### src/rtl/VX_gpu_pkg.sv
// Shared fetch-stage types and sizing helpers for the GPU core.
package VX_gpu_pkg;

  function automatic int clog2_min1(input int n);
    return (n > 1) ? $clog2(n) : 1;
  endfunction

  localparam int FETCH_NUM_WARPS       = 4;
  localparam int FETCH_MAX_OUTSTANDING = 2;
  localparam int FETCH_UUID_WIDTH      = 1;
  localparam int FETCH_NW_WIDTH        = clog2_min1(FETCH_NUM_WARPS);
  localparam int FETCH_SLOT_BITS       = clog2_min1(FETCH_MAX_OUTSTANDING);
  localparam int FETCH_TAG_WIDTH       = FETCH_UUID_WIDTH + FETCH_NW_WIDTH + FETCH_SLOT_BITS;

  typedef struct packed {
    logic [FETCH_UUID_WIDTH-1:0] uuid;
    logic [FETCH_NW_WIDTH-1:0]   wid;
    logic [FETCH_SLOT_BITS-1:0]  slot;
  } fetch_tag_t;

endpackage

### src/rtl/VX_dp_ram.sv
// Dual-port RAM: synchronous write, asynchronous read (LUTRAM style).
module VX_dp_ram #(
  parameter int DATAW = 1,
  parameter int SIZE  = 2,
  parameter int ADDRW = 1
) (
  input  logic             clk,
  input  logic             write,
  input  logic [ADDRW-1:0] waddr,
  input  logic [DATAW-1:0] wdata,
  input  logic [ADDRW-1:0] raddr,
  output logic [DATAW-1:0] rdata
);

  logic [DATAW-1:0] mem_r [SIZE];

  // Storage only, no reset.
  always_ff @(posedge clk) begin
    if (write) mem_r[waddr] <= wdata;
  end

  assign rdata = mem_r[raddr];

endmodule

### src/rtl/vx_fetch_multi_chk.sv
// Protocol checker for the multi-outstanding fetch stage.
module vx_fetch_multi_chk #(
  parameter int NUM_WARPS = 4
) (
  input logic                 clk,
  input logic                 reset,
  input logic [NUM_WARPS-1:0] credit_underflow,
  input logic                 bad_rsp
);

  a_credit_underflow: assert property (@(posedge clk) disable iff (reset) !(|credit_underflow));
  a_rsp_slot_valid:   assert property (@(posedge clk) disable iff (reset) !bad_rsp);

endmodule

### src/rtl/vx_fetch_warp_tracker.sv
// Per-warp slot/stale bitmaps, lowest-free slot encoder and ibuffer credit counter.
module vx_fetch_warp_tracker #(
  parameter int MAX_OUTSTANDING = 2,
  parameter int IBUF_SIZE       = 4,
  parameter int SLOT_BITS       = 1,
  parameter int CREDIT_BITS     = 3
) (
  input  logic                       clk,
  input  logic                       reset,
  input  logic                       alloc,
  input  logic                       flush,
  input  logic                       rsp_fire,
  input  logic                       rsp_drop,
  input  logic [SLOT_BITS-1:0]       rsp_slot,
  input  logic                       ibuf_pop,
  output logic                       can_issue,
  output logic [SLOT_BITS-1:0]       alloc_slot,
  output logic [MAX_OUTSTANDING-1:0] is_stale,
  output logic [MAX_OUTSTANDING-1:0] slot_valid,
  output logic                       underflow
);

  logic [MAX_OUTSTANDING-1:0] valid_r, stale_r, valid_nxt_s, stale_nxt_s;
  logic [MAX_OUTSTANDING-1:0] rsp_mask_s, alloc_mask_s, free_s;
  logic [CREDIT_BITS-1:0]     credit_r, credit_nxt_s;
  logic [CREDIT_BITS:0]       credit_sum_s, credit_dec_s;
  logic                       has_free_s;

  // A slot retiring this cycle is already free for a new allocation.
  always_comb begin
    rsp_mask_s = {MAX_OUTSTANDING{1'b0}};
    alloc_slot = {SLOT_BITS{1'b0}};
    has_free_s = 1'b0;
    for (int s = 0; s < MAX_OUTSTANDING; s++) begin
      rsp_mask_s[s] = rsp_fire && (rsp_slot == SLOT_BITS'(s));
    end
    free_s = ~valid_r | rsp_mask_s;
    for (int s = 0; s < MAX_OUTSTANDING; s++) begin
      alloc_slot = (free_s[s] && !has_free_s) ? SLOT_BITS'(s) : alloc_slot;
      has_free_s = has_free_s | free_s[s];
    end
    alloc_mask_s = {MAX_OUTSTANDING{1'b0}};
    for (int s = 0; s < MAX_OUTSTANDING; s++) begin
      alloc_mask_s[s] = alloc && (alloc_slot == SLOT_BITS'(s));
    end
  end

  assign can_issue = has_free_s && (credit_r < CREDIT_BITS'(IBUF_SIZE));

  // A flush marks every live slot stale, including one allocated in the same cycle.
  always_comb begin
    valid_nxt_s  = (valid_r & ~rsp_mask_s) | alloc_mask_s;
    stale_nxt_s  = ((stale_r | (flush ? valid_r : {MAX_OUTSTANDING{1'b0}})) & ~rsp_mask_s)
                 | (flush ? alloc_mask_s : {MAX_OUTSTANDING{1'b0}});
    credit_sum_s = {1'b0, credit_r} + {{CREDIT_BITS{1'b0}}, alloc};
    credit_dec_s = {{CREDIT_BITS{1'b0}}, ibuf_pop} + {{CREDIT_BITS{1'b0}}, rsp_fire && rsp_drop};
    underflow    = credit_sum_s < credit_dec_s;
    credit_nxt_s = underflow ? {CREDIT_BITS{1'b0}} : CREDIT_BITS'(credit_sum_s - credit_dec_s);
  end

  always_ff @(posedge clk) begin
    if (reset) begin
      valid_r  <= {MAX_OUTSTANDING{1'b0}};
      stale_r  <= {MAX_OUTSTANDING{1'b0}};
      credit_r <= {CREDIT_BITS{1'b0}};
    end else begin
      valid_r  <= valid_nxt_s;
      stale_r  <= stale_nxt_s;
      credit_r <= credit_nxt_s;
    end
  end

  assign is_stale   = stale_r;
  assign slot_valid = valid_r;

endmodule

### src/rtl/vx_fetch_multi.sv
// Instruction fetch with per-warp multiple outstanding icache requests, ibuffer
// credits and flush-driven response dropping.
module vx_fetch_multi import VX_gpu_pkg::*; #(
  parameter int NUM_WARPS       = 4,
  parameter int NUM_THREADS     = 4,
  parameter int PC_BITS         = 31,
  parameter int UUID_WIDTH      = 1,
  parameter int ADDR_WIDTH      = 30,
  parameter int WORD_SIZE       = 4,
  parameter int MAX_OUTSTANDING = 2,
  parameter int IBUF_SIZE       = 4,
  localparam int NW_WIDTH  = clog2_min1(NUM_WARPS),
  localparam int SLOT_BITS = clog2_min1(MAX_OUTSTANDING),
  localparam int TAG_W     = UUID_WIDTH + NW_WIDTH + SLOT_BITS
) (
  input  logic                   clk,
  input  logic                   reset,
  input  logic                   sched_valid,
  output logic                   sched_ready,
  input  logic [NW_WIDTH-1:0]    sched_wid,
  input  logic [PC_BITS-1:0]     sched_pc,
  input  logic [NUM_THREADS-1:0] sched_tmask,
  input  logic [UUID_WIDTH-1:0]  sched_uuid,
  input  logic                   flush_valid,
  input  logic [NW_WIDTH-1:0]    flush_wid,
  output logic                   icache_req_valid,
  input  logic                   icache_req_ready,
  output logic [ADDR_WIDTH-1:0]  icache_req_addr,
  output logic [TAG_W-1:0]       icache_req_tag,
  input  logic                   icache_rsp_valid,
  output logic                   icache_rsp_ready,
  input  logic [8*WORD_SIZE-1:0] icache_rsp_data,
  input  logic [TAG_W-1:0]       icache_rsp_tag,
  output logic                   fetch_valid,
  input  logic                   fetch_ready,
  output logic [NW_WIDTH-1:0]    fetch_wid,
  output logic [PC_BITS-1:0]     fetch_pc,
  output logic [NUM_THREADS-1:0] fetch_tmask,
  output logic [8*WORD_SIZE-1:0] fetch_instr,
  output logic [UUID_WIDTH-1:0]  fetch_uuid,
  input  logic [NUM_WARPS-1:0]   ibuf_pop,
  output logic                   busy
);

  localparam int SLOTS       = NUM_WARPS * MAX_OUTSTANDING;
  localparam int IDX_W       = clog2_min1(SLOTS);
  localparam int CREDIT_BITS = $clog2(IBUF_SIZE + 1);
  localparam int TDW         = PC_BITS + NUM_THREADS;
  localparam int RBW         = ADDR_WIDTH + TAG_W;

  logic [NUM_WARPS-1:0]       can_issue_s, underflow_s;
  logic [SLOT_BITS-1:0]       alloc_slot_s [NUM_WARPS];
  logic [MAX_OUTSTANDING-1:0] stale_s [NUM_WARPS];
  logic [MAX_OUTSTANDING-1:0] valid_s [NUM_WARPS];
  logic [SLOT_BITS-1:0]       sched_slot_s, rsp_slot_s;
  logic [NW_WIDTH-1:0]        rsp_wid_s;
  logic [IDX_W-1:0]           waddr_s, raddr_s;
  logic [TDW-1:0]             rdata_s;
  logic                       sched_fire_s, rsp_fire_s, drop_s, rb_ready_s, rb_pop_s, slots_busy_s;
  logic [RBW-1:0]             rb_mem_r [2];
  logic                       rb_wr_r, rb_rd_r;
  logic [1:0]                 rb_cnt_r;

  assign sched_slot_s = alloc_slot_s[sched_wid];
  assign sched_ready  = rb_ready_s && can_issue_s[sched_wid];
  assign sched_fire_s = sched_valid && sched_ready;
  assign waddr_s      = IDX_W'(sched_wid) * IDX_W'(MAX_OUTSTANDING) + IDX_W'(sched_slot_s);

  // Response tag layout is {uuid, wid, slot}; a stale slot or same-cycle flush drops it.
  assign rsp_slot_s       = icache_rsp_tag[SLOT_BITS-1:0];
  assign rsp_wid_s        = icache_rsp_tag[SLOT_BITS +: NW_WIDTH];
  assign raddr_s          = IDX_W'(rsp_wid_s) * IDX_W'(MAX_OUTSTANDING) + IDX_W'(rsp_slot_s);
  assign drop_s           = stale_s[rsp_wid_s][rsp_slot_s] || (flush_valid && (flush_wid == rsp_wid_s));
  assign fetch_valid      = icache_rsp_valid && !drop_s;
  assign icache_rsp_ready = drop_s || fetch_ready;
  assign rsp_fire_s       = icache_rsp_valid && icache_rsp_ready;
  assign fetch_wid        = rsp_wid_s;
  assign fetch_uuid       = icache_rsp_tag[TAG_W-1 -: UUID_WIDTH];
  assign fetch_pc         = rdata_s[TDW-1 -: PC_BITS];
  assign fetch_tmask      = rdata_s[NUM_THREADS-1:0];
  assign fetch_instr      = icache_rsp_data;

  VX_dp_ram #(.DATAW(TDW), .SIZE(SLOTS), .ADDRW(IDX_W)) u_tag_store (
    .clk   (clk),
    .write (sched_fire_s),
    .waddr (waddr_s),
    .wdata ({sched_pc, sched_tmask}),
    .raddr (raddr_s),
    .rdata (rdata_s)
  );

  for (genvar w = 0; w < NUM_WARPS; w++) begin : g_warp
    vx_fetch_warp_tracker #(
      .MAX_OUTSTANDING (MAX_OUTSTANDING),
      .IBUF_SIZE       (IBUF_SIZE),
      .SLOT_BITS       (SLOT_BITS),
      .CREDIT_BITS     (CREDIT_BITS)
    ) u_tracker (
      .clk        (clk),
      .reset      (reset),
      .alloc      (sched_fire_s && (sched_wid == NW_WIDTH'(w))),
      .flush      (flush_valid && (flush_wid == NW_WIDTH'(w))),
      .rsp_fire   (rsp_fire_s && (rsp_wid_s == NW_WIDTH'(w))),
      .rsp_drop   (drop_s),
      .rsp_slot   (rsp_slot_s),
      .ibuf_pop   (ibuf_pop[w]),
      .can_issue  (can_issue_s[w]),
      .alloc_slot (alloc_slot_s[w]),
      .is_stale   (stale_s[w]),
      .slot_valid (valid_s[w]),
      .underflow  (underflow_s[w])
    );
  end

  // Two-entry elastic request buffer; read-only, full-word requests.
  assign rb_ready_s       = (rb_cnt_r != 2'd2);
  assign rb_pop_s         = icache_req_valid && icache_req_ready;
  assign icache_req_valid = (rb_cnt_r != 2'd0);
  assign {icache_req_addr, icache_req_tag} = rb_mem_r[rb_rd_r];

  always_ff @(posedge clk) begin
    if (reset) begin
      rb_wr_r  <= 1'b0;
      rb_rd_r  <= 1'b0;
      rb_cnt_r <= 2'd0;
    end else begin
      if (sched_fire_s) rb_wr_r <= ~rb_wr_r;
      if (rb_pop_s)     rb_rd_r <= ~rb_rd_r;
      rb_cnt_r <= rb_cnt_r + {1'b0, sched_fire_s} - {1'b0, rb_pop_s};
    end
  end

  always_ff @(posedge clk) begin
    if (sched_fire_s) rb_mem_r[rb_wr_r] <= {sched_pc[1 +: ADDR_WIDTH], sched_uuid, sched_wid, sched_slot_s};
  end

  always_comb begin
    slots_busy_s = 1'b0;
    for (int w = 0; w < NUM_WARPS; w++) slots_busy_s = slots_busy_s | (|valid_s[w]);
  end

  assign busy = slots_busy_s || (rb_cnt_r != 2'd0);

  vx_fetch_multi_chk #(.NUM_WARPS(NUM_WARPS)) u_chk (
    .clk              (clk),
    .reset            (reset),
    .credit_underflow (underflow_s),
    .bad_rsp          (icache_rsp_valid && !valid_s[rsp_wid_s][rsp_slot_s])
  );

endmodule

### config.mk
export PLATFORM = sky130hd
export DESIGN_NAME = vx_fetch_multi
export DESIGN_NICKNAME = d
export VERILOG_FILES = /design/src/rtl/VX_gpu_pkg.sv /design/src/rtl/VX_dp_ram.sv /design/src/rtl/vx_fetch_multi_chk.sv /design/src/rtl/vx_fetch_warp_tracker.sv /design/src/rtl/vx_fetch_multi.sv
export SDC_FILE = /design/constraint.sdc
export NUM_CORES = 1
export LEC_CHECK = 0
export BUFFER_PORTS_ARGS = -buffer_cell sky130_fd_sc_hd__buf_2
export CAP_MARGIN = 15
export CORE_MARGIN = 2
export CORE_UTILIZATION = 40
export DETAILED_ROUTE_END_ITERATION = 16
export GPL_TIMING_DRIVEN = 0
export SLEW_MARGIN = 10
export SYNTH_ARGS = -nofsm -noshare
export SYNTH_HDL_FRONTEND = slang
export SYNTH_SLANG_ARGS = --single-unit
### constraint.sdc
create_clock -name clk -period 8.3 [get_ports clk]
set_input_delay 0.415 -clock clk [delete_from_list [all_inputs] [get_ports clk]]
set_output_delay 0.415 -clock clk [all_outputs]
set_load 0.005 [all_outputs]
* After elaboration in Yosys (flattened, before gate mapping) *
Memory sizes are Yosys's and may differ from the RTL's. A register that Yosys moved wholly into a read port is not among the register bits.
Index checks and enable logic that the tools add are counted.

storage, ports and cells
  register bits = 32
  RAM bits = 348
  memories = 2
  input bits = 87
  logic and storage cells = 196

memory list
  memory             depth  bits a word  rd ports  clocked after memory_dff  write ports  RTL line              source
  u_tag_store.mem_r  8      35           1         0                         1            VX_dp_ram.sv:15       logic [DATAW-1:0] mem_r [SIZE];
  rb_mem_r           2      34           1         1                         1            vx_fetch_multi.sv:60  logic [RBW-1:0] rb_mem_r [2];

cells by class
  bitwise gates (word level) = 48
  reduce and logical (&&, ||, !) cells = 66
  multiplexer cells = 26
  add/subtract/negate cells = 16
  order comparisons = 12
  eq/ne operators = 11

operator list
  operator                                                               count
  1-bit logical AND                                                      46
  2-bit OR                                                               16
  2-bit two-way mux                                                      10
  3-bit by 1-bit adder with 4-bit output                                 4
  2-bit bitwise AND                                                      8
  4-bit by 2-bit < comparator with 1-bit output                          4
  2-bit NOT                                                              8
  2-bit OR reduction                                                     8
  1-bit two-way mux                                                      13
  2-bit equality test, second input constant                             6
  3-bit < comparator, second input constant                              4
  3-bit subtractor                                                       4
  1-bit by 1-bit adder with 2-bit output                                 4
  1-bit NOT                                                              7
  1-bit OR                                                               7
  3-bit by 1-bit adder with 3-bit output                                 2
  2-bit by 1-bit equality test with 1-bit output, second input constant  3
  3-bit greater-or-equal comparator, second input constant               2
  2-bit zero test                                                        3
  2-bit NOT with 3-bit output                                            2
  1-bit zero test                                                        5
  1-bit binary-select mux with 2-bit select                              2
  2-bit binary-select mux with 2-bit select                              1
  1-bit logical OR                                                       3
  7 further kinds                                                        7

* Longest topological paths before layout *
Gate-level depths: netlist of the first run.

  depth after elaboration = 22
  gate-level depth with buffers = 15
  gate-level depth less buffers = 14

* Hierarchy *
Synthesis of the first run repeated with hierarchy kept, for this count alone.

second synthesis, totals
  cells, all modules = 794
  area total of the unflattened synthesis = 15,665.0 um2

by module, submodules not included
  module                 times used  area an instance (um2)  cells an instance  sequential area each (um2)
  VX_dp_ram              1           10,835.4                418                8,408.1
  vx_fetch_multi         1           3,273.1                 208                2,142.1
  vx_fetch_warp_tracker  4           389.1                   42                 140.1

* Worst setup path after synthesis of the first run *
OpenSTA, ideal clock, no wires.

  path type = input-to-reg
  from = input port icache_rsp_tag[2]
  to = memory u_tag_store.mem_r[6][0] in the netlist's numbering (enable)
  arrival = 4,210 ps
  stages = 7
  path slack = 3,619 ps
  setup time = 471 ps
  required time = 7,829 ps
  path through = buf_4 -> mux2i_1 -> a22oi_2 -> a31oi_4 -> or3_1 -> a32o_1 -> nor3_1

between the ends
  cells in the longest elaborated chain, start to end = 20
  elaborated cells on any way between the ends = 61
  those cells by class = add/sub: 1; eq/ne: 4; mux: 16; bitwise: 9; reduce/logical: 31

ends and longest elaborated chain
  what                                                                                  RTL line              source
  from (decl)                                                                           vx_fetch_multi.sv:33  input logic [TAG_W-1:0] icache_rsp_tag,
  parallel branches: the longest is 20 deep, another holds 2-bit NOT with 3-bit output  --
  to (decl)                                                                             VX_dp_ram.sv:15

Several ways; the timed one is not identified. The select of a mux whose other input is x is not followed.

* Worst setup path after layout of the first run *
  from = input port icache_rsp_tag[0]
  to = register g_warp[3].u_tracker.credit_r[2]

between the ends
  cells in the longest elaborated chain, start to end = 18
  elaborated cells on any way between the ends = 41
  those cells by class = add/sub: 3; order compare: 1; mux: 4; bitwise: 9; reduce/logical: 24

ends and longest elaborated chain
  what                                                  RTL line                     source
  1-bit two-way mux (not written as such) (2 in a row)  vx_fetch_multi.sv:73         assign drop_s = stale_s[rsp_wid_s][rsp_slot_s] || (flush_valid && (flush_wid == rsp_wid_s));
  1-bit logical OR                                      vx_fetch_multi.sv:73
  1-bit logical OR                                      vx_fetch_multi.sv:75         assign icache_rsp_ready = drop_s || fetch_ready;
  1-bit logical AND                                     vx_fetch_multi.sv:76         assign rsp_fire_s = icache_rsp_valid && icache_rsp_ready;
  1-bit logical AND                                     vx_fetch_multi.sv:103        .rsp_fire (rsp_fire_s && (rsp_wid_s == NW_WIDTH'(w))),
  1-bit logical AND                                     vx_fetch_warp_tracker.sv:35  rsp_mask_s[s] = rsp_fire && (rsp_slot == SLOT_BITS'(s));
  2-bit OR                                              vx_fetch_warp_tracker.sv:37  free_s = ~valid_r | rsp_mask_s;
  1-bit OR                                              vx_fetch_warp_tracker.sv:40  has_free_s = has_free_s | free_s[s];
  1-bit logical AND                                     vx_fetch_warp_tracker.sv:48  assign can_issue = has_free_s && (credit_r < CREDIT_BITS'(IBUF_SIZE));
  1-bit binary-select mux with 2-bit select             vx_fetch_multi.sv:65         assign sched_ready = rb_ready_s && can_issue_s[sched_wid];
  1-bit two-way mux (not written as such)               vx_fetch_multi.sv:65
  1-bit logical AND                                     vx_fetch_multi.sv:65
  1-bit logical AND                                     vx_fetch_multi.sv:66         assign sched_fire_s = sched_valid && sched_ready;
  1-bit logical AND                                     vx_fetch_multi.sv:101        .alloc (sched_fire_s && (sched_wid == NW_WIDTH'(w))),
  3-bit by 1-bit adder with 4-bit output                vx_fetch_warp_tracker.sv:55  credit_sum_s = {1'b0, credit_r} + {{CREDIT_BITS{1'b0}}, alloc};
  4-bit by 2-bit < comparator with 1-bit output         vx_fetch_warp_tracker.sv:57  underflow = credit_sum_s < credit_dec_s;
  2-bit OR reduction (no line)                          --
  to (signal assigned)                                  vx_fetch_warp_tracker.sv:65  credit_r <= {CREDIT_BITS{1'b0}};
  to (signal assigned)                                  vx_fetch_warp_tracker.sv:69  credit_r <= credit_nxt_s;
  to (decl)                                             vx_fetch_warp_tracker.sv:25  logic [CREDIT_BITS-1:0] credit_r, credit_nxt_s;

Several ways; a longest one is shown, not always the timed one. The select of a mux whose other input is x is not followed.
A chain may end at the register's enable or synchronous reset.

==> metrics, run 1 <==
Crit Path Max Fanout=10; P_leak=0.00633 uW; MaxCap Viol Count=0; CTS tree=done; Multi-input gate area=0.00375 mm^2; internal power=3480 uW; post-synth top area share=0.683; vias in the first global route=7975; register area share after synthesis=0.727; Cell variety after synth=51; DIE WIDTH=about 200 um; cell count after synthesis=796; CORE AREA=0.0377 mm^2; Synth top cells by count=edfxtp_1, mux4_2, mux2_2, buf_4, dfxtp_1; Synth warnings=0; area growth from synthesis to layout=19.5%; RSZ-0062 raised after global routing=no; clk slew on worst S/H paths=0.06 ns; hpwl dp=21.8 mm; Worst slew margin=0.279; GP Congestion=0.823; WL final=33.4 mm; PortBufs=around 160; DR DRC count=0; Crit Path Category=input port to flip-flop; clock skew=0.0107 ns; pre-CTS WS=between 4 and 5 ns; vias per cell=about 5.1; final hold vios=0; crit end category=flip-flop; row count=71; mapped cell area=0.0153 mm^2; Chip Height=around 200 um; initial antenna violation count=2; Post-DRT Antenna Nets=0; number of flops mapped to enable cells by yosys=348; final worst path period share=0.395; via count=7881; Reg2Reg Setup Slack=slightly above 5 ns; Worst Path Arrival=3.69 ns; combinational share of power=0.132; WHS Path Cells=1; CTS Buffer Depth=3; slew of the pin with the lowest slew margin=1.08 ns; Max rail drop VDD=0.136 mV; status=completed; crit start category=input port; syn_nets=902; total grt overflow=0; Flop pwr share=0.497; largest net degree at the start of global routing=27; die footprint=about 0.040 mm^2; HP Start=sched_uuid; TNS Setup=0 ns; synth top area cells=edfxtp_1, mux4_2, mux2_2; fmax=just over 0.3 GHz; Reg2Reg Capture Point=g_warp[3].u_tracker.credit_r[2]; Reg-to-Reg Start=g_warp[0].u_tracker.is_stale[1]; DR iter-0 viols=571; Critical Path RT=8.70 ns; Synth Register Bits=381; Placed Instances=about 1500; Setup Viol. Count Final=0; PwrDens=248 mW/mm^2; hold endpoint=rb_mem_r[0][3]; Final Critical Period=3.28 ns; most frequent cell after synthesis=edfxtp_1; Slew Limit Fails=0; Pre-antenna DRT Iters=5; Sw Ratio=0.232; area leader, netlist=edfxtp_1; first-pass GRT wire length=48.9 mm; Initial Utilization=0.406; Post-CTS Setup Inserts=0; number of buffers created by CTS=42; Sw Pwr=1050 uW; clock power share=0.371; Root Driver=clkbuf_16; Final Net Count=roughly 1100; clock latency on the worst-skew pair=~0.53 ns; Reg area=0.0111 mm^2; post-route insts no fill=1557; post-cts gate resize count=0; Worst Reg-to-Reg Cells=11; ys flop type=edfxtp_1; overall routing resource usage=0.168; I/O pins=196; Fillers=about 3200; layout cells sized above 1=0.413; post-route setup slack=between 5 and 6 ns; drt wl/cell=approximately 21 um; min-delay worst type=input port to flip-flop; Max H-tree Level=2; hold-fix buffers at CTS=0; # clock sinks=381; Post-synth ARST share=0; mean area per synthesized cell=19.2 um^2
## sequential cells by signal, indices dropped and copies added, names as in the netlist, named ones only
signal                       count
rb_mem_r                        68
g_warp.u_tracker.credit_r       12
rb_wr_r                          1
g_warp.u_tracker.is_stale        8
u_tag_store.mem_r              280
rb_cnt_r                         2
rb_rd_r                          1
g_warp.u_tracker.slot_valid      8
## per-stage QoR
step	hold slack [ns]	util	instance area (um^2)	power (uW)
2_1_floorplan	0.468	-	15300	2630
3_3_place_gp	0.479	0.444	16700	2880
3_5_place_dp	0.488	0.452	17000	2910
4_1_cts	0.0642	0.485	18300	4600
5_1_grt	0.0742	0.485	18300	4730
6_report	0.0907	0.485	18300	4540
## cell usage in the layout, fill, tap and decap left out, types with 3 or more instances in the layout
cell / count
a21o_1: 3
a21oi_1: 14
a22oi_1: 4
a32o_1: 5
and2_1: 7
buf_1: 6
buf_12: 6
buf_2: 165
buf_4: 43
buf_6: 3
clkbuf_1: 24
clkbuf_16: 43
clkinv_1: 11
clkinv_2: 6
dfxtp_1: 33
edfxtp_1: 348
fa_1: 4
ha_1: 15
inv_1: 15
inv_2: 5
mux2_2: 69
mux2i_1: 4
mux4_2: 70
nand2_1: 17
nand2b_1: 5
nand3_1: 4
nor2_1: 28
nor2b_1: 10
nor3_1: 6
nor3_2: 3
o21ai_0: 7
o2bb2ai_1: 5
o31ai_1: 4
or3_1: 3
xnor2_1: 13
## routing by layer
layer  track usage  share of wire  wire length, um
met1         0.231           0.44            14600
met2         0.278           0.49            16300
met3        0.0314          0.055             1840
met4        0.0436          0.019              632
met5             0        0.00072               24
## how the worst max path moves through the flow
stage                     slack [ns]                         endpoint         startpoint
after detailed placement        4.43  g_warp[3].u_tracker.credit_r[2]  icache_rsp_tag[0]
final                           5.02  g_warp[3].u_tracker.credit_r[2]  icache_rsp_tag[0]
after floorplan                 3.62          u_tag_store.mem_r[6][0]  icache_rsp_tag[2]
after global routing            4.71  g_warp[3].u_tracker.credit_r[2]  icache_rsp_tag[0]
after CTS                       4.86                      fetch_pc[1]  icache_rsp_tag[0]
after global placement          0.41         u_tag_store.mem_r[6][31]  icache_rsp_tag[0]
## worst max-delay path, stage by stage
cell       delay (ns)
buf_2            0.11
clkbuf_1         0.45
nand3_1          0.25
a31oi_4          0.38
inv_2            0.18
o2111ai_4        0.34
nor2_1           0.14
ha_1             0.23
ha_1             0.30
fa_1             0.46
o21ai_0          0.34
nor2_1           0.09
## cells by family (layout without fill, tap and decap cells)
family,after synthesis,after routing,synth area share
flops,381,381,0.727
compound gates,55,55,0.0285
buf+inv,86,335,0.0307
other cells,0,1,0
xor+xnor,14,14,0.00802
mux,143,143,0.157
simple gates,98,98,0.0322
fa+ha+maj,19,19,0.0175
## power groups by stage
stage | clock network, uW | logic [uW] | registers, uW
final | 1690 | 598 | 2250
after global routing | 1800 | 667 | 2260
after CTS | 1730 | 617 | 2250
after detailed placement | 0 | 614 | 2290
after global placement | 0 | 583 | 2300
after floorplan | 0 | 343 | 2290
## area by class of cell
| cell class | instances | share of cell area |
|---|---|---|
| tap | 511 | 0.0350 |
| sequential | 381 | 0.608 |
| multi-input combinational | 329 | 0.205 |
| timing repair buffer | 177 | 0.0583 |
| antenna | 1 | 0.000137 |
| clock buffer | 51 | 0.0611 |
| inverter | 20 | 0.00411 |
| buffer | 66 | 0.0216 |
| clock inverter | 21 | 0.00685 |
No activity file was read; power rests on OpenSTA's default activity.
==> inputs of run 2 (changes only) <==
- clock period: 8.3 -> 2.95 ns (I/O delays scaled with it)
==> run 2 against run 1 <==
Power grew to 2.9 times the previous value; clock skew is essentially flat; sequential share of layout area shrank 2.4 points; sequential power grew to 2.8 times the previous value; non-clock buffer count grew 57; clock power grew to 2.9 times the previous value; combinational power grew to 3.1 times the previous value; register-to-register slack lost 5.0 ns; wire length grew 1.0%; core utilization grew 2.0 points; flip-flop and latch count is the same; global-route usage is essentially flat; highest routed layer is now met4.
==> metrics, run 2 (same netlist as run 1, synthesis figures left out) <==
Reg-to-Reg Start=g_warp[0].u_tracker.is_stale[1]; drt wl/cell=20.9 um (-2.5%); M2 GR Usage=0.280 (+0.00257); Pre-antenna DRT Iters=5 (unchanged); CP Launch Point=g_warp[0].u_tracker.is_stale[1]; clk slew on worst S/H paths=0.06 ns (about the same); Flop pwr share=0.486 (-0.011); P_leak=0.00665 uW (+5.1%); internal power=10000 uW (+190%); Final Net Count=1180 (+5.1%); Initial Utilization=0.406 (unchanged); commonest non-fill, non-tap cell in the layout=edfxtp_1; total grt overflow=0 (unchanged); # clock sinks=381 (unchanged); CP endpoint=u_tag_store.mem_r[7][16]; CTS tree=done; WL final=33.7 mm (+1.0%); number of buffers created by CTS=41 (-2.4%); die footprint=0.0398 mm^2 (unchanged); crit end category=flip-flop; final worst path period share=0.963; first-pass GRT wire length=49.3 mm (+0.75%); number of flip-flops in the largest register=280 (unchanged); vias in the first global route=8218 (+3.0%); Worst slew margin=0.287 (+0.00801); Sw Pwr=3030 uW (+190%); CTS Buffer Depth=3 (unchanged); I/O pins=196 (unchanged); DIE WIDTH=200 um (unchanged); Sw Ratio=0.232 (-0.000303); slew of the pin with the lowest slew margin=1.07 ns (-0.0120 ns); RSZ-0062 raised after global routing=yes; post-layout util=0.506 (+0.0205); Crit Path Category=flip-flop to flip-flop; Post-DRT Antenna Nets=0 (unchanged); Worst Reg-to-Reg Cells=9 (-2); DR iter-0 viols=596 (+4.4%); Hold Slack=0.0145 ns (-0.0763 ns); initial antenna violation count=0 (-2); Crit Path Max Fanout=22 (+12); Setup Viol. Count Final=0 (unchanged); Worst Path Arrival=3.07 ns (-0.62 ns); vias per cell=5.05 (-0.26%); clock power share=0.372 (about the same); DR DRC count=0 (unchanged); Power Total=13000 uW (+190%); post-route setup slack=0.108 ns (-4.91 ns); fmax=about 0.35 GHz; final hold vios=0 (unchanged); GP Congestion=0.833 (+1.1%); min-delay worst type=input port to flip-flop; MaxCap Viol Count=0 (unchanged); largest registers=u_tag_store.mem_r x280, rb_mem_r x68, g_warp.u_tracker.credit_r x12; clock latency on the worst-skew pair=0.53 ns (about the same); commonest cells after routing, fill and taps aside=edfxtp_1, buf_2, mux4_2; row count=71 (unchanged); Multi-input gate area=0.00386 mm^2 (+3.0%); Chip Height=200 um (unchanged); via count=8143 (+3.3%); Top reg by flops=u_tag_store.mem_r; Final Critical Period=2.84 ns; Reg2Reg Setup Slack=0.11 ns (-4.95 ns); overall routing resource usage=0.169 (+0.000407); Max rail drop VDD=0.557 mV (+310%); met1 GRT Util=0.226 (-0.00548); crit start category=flip-flop; status=completed; # diodes=0 (-1); Critical Path RT=3.18 ns (-5.52 ns); CORE AREA=0.0377 mm^2 (unchanged); GRT busiest layer=met2; Reg area=0.0111 mm^2 (about the same); combinational share of power=0.142 (+0.010); Reg2Reg Capture Point=u_tag_store.mem_r[7][16]; met3 GRT Util=0.0381 (+0.00675); layout cells sized above 1=0.425 (+0.0113); area growth from synthesis to layout=24.5%; pre-CTS WS=-0.692 ns (-5.12 ns); PwrDens=685 mW/mm^2 (+180%); Max H-tree Level=2 (unchanged); hpwl dp=21.7 mm (-0.46%); Slew Limit Fails=0 (unchanged); Fillers=3135 (-2.9%); Root Driver=clkbuf_16; PortBufs=159 (unchanged); largest net degree at the start of global routing=30 (+11%); clock skew=0.0107 ns (+0.00000780 ns)
run 2: cell types whose count changed in the layout (fill, tap and decap cells not counted), sizes merged:
cell | previous run | this run
buf | 226 | 239
bufinv | 1 | 3
clkbuf | 68 | 67
clkinv | 17 | 21
clkinvlp | 2 | 0
diode | 1 | 0
dlygate4sd3 | 0 | 43
inv | 21 | 18
nor2 | 30 | 31
run 2: area by class of cell:
cell class                      count  share of cell area
Buffer                             66              0.0208
Clock buffer                       49              0.0566
Clock inverter                     22              0.0101
Inverter                           20             0.00420
Multi-Input combinational cell    330               0.203
Sequential cell                   381               0.584
Tap cell                          511              0.0336
Timing Repair Buffer              234              0.0885
run 2: worst min path at each step:
stage | from | to | slack (ns) | depth (start not counted)
detailed placement | sched_uuid | rb_mem_r[1][3] | 0.34 | 1
CTS | ibuf_pop[3] | g_warp[3].u_tracker.credit_r[0] | 0.005 | 4
floorplan | sched_pc[7] | rb_mem_r[0][10] | 0.25 | 0
global route | ibuf_pop[3] | g_warp[3].u_tracker.credit_r[0] | 0.04 | 4
finish | ibuf_pop[3] | g_warp[3].u_tracker.credit_r[0] | 0.01 | 4
global placement | sched_uuid | rb_mem_r[0][3] | 0.34 | 1
run 2: power by group through the flow:
| stage | Clock, uW | Sequential [uW] | Combinational (uW) |
|---|---|---|---|
| after global placement | 0 | 6460 | 1640 |
| after global routing | 5190 | 6370 | 2050 |
| final | 4850 | 6340 | 1860 |
| after floorplan | 0 | 6430 | 969 |
| after detailed placement | 0 | 6450 | 1720 |
| after CTS | 4970 | 6340 | 1820 |
run 2: stage by stage:
stage	setup TNS, ns	instances	instance area [um^2]
final	0	1613	19000
after floorplan	-27.85	796	15300
after global routing	-0.461	1613	19000
after detailed placement	-61.54	1479	17000
after CTS	-0.0401	1599	18800
after global placement	-472.09	1466	16700
run 2: metal layers:
layer | vias up | routed length, um
li1 | 3695 | -
met1 | 4185 | 14600
met2 | 212 | 16700
met3 | 51 | 1820
met4 | 0 | 634
met5 | - | 0
run 2: what timing repair did:
action | 4_1_cts | 5_1_grt
cloned | 1 | 0
resized for setup | 6 | 27
hold buffers | 43 | 0
hold endpoints to repair | 351 | 0
endpoints found under the setup margin | 107 | 115
pin swaps | 4 | 13
buffers inserted | 5 | 13
run 2: worst max-delay path, stage by stage, from the launching register on:
cell,delay [ns]
dfxtp_1,0.35
mux2i_1,0.09
a22oi_2,0.24
a31oi_4,0.16
buf_4,0.20
o31ai_1,0.37
a32o_1,0.36
nand2_1,0.15
inv_2,0.35
buf_12,0.26
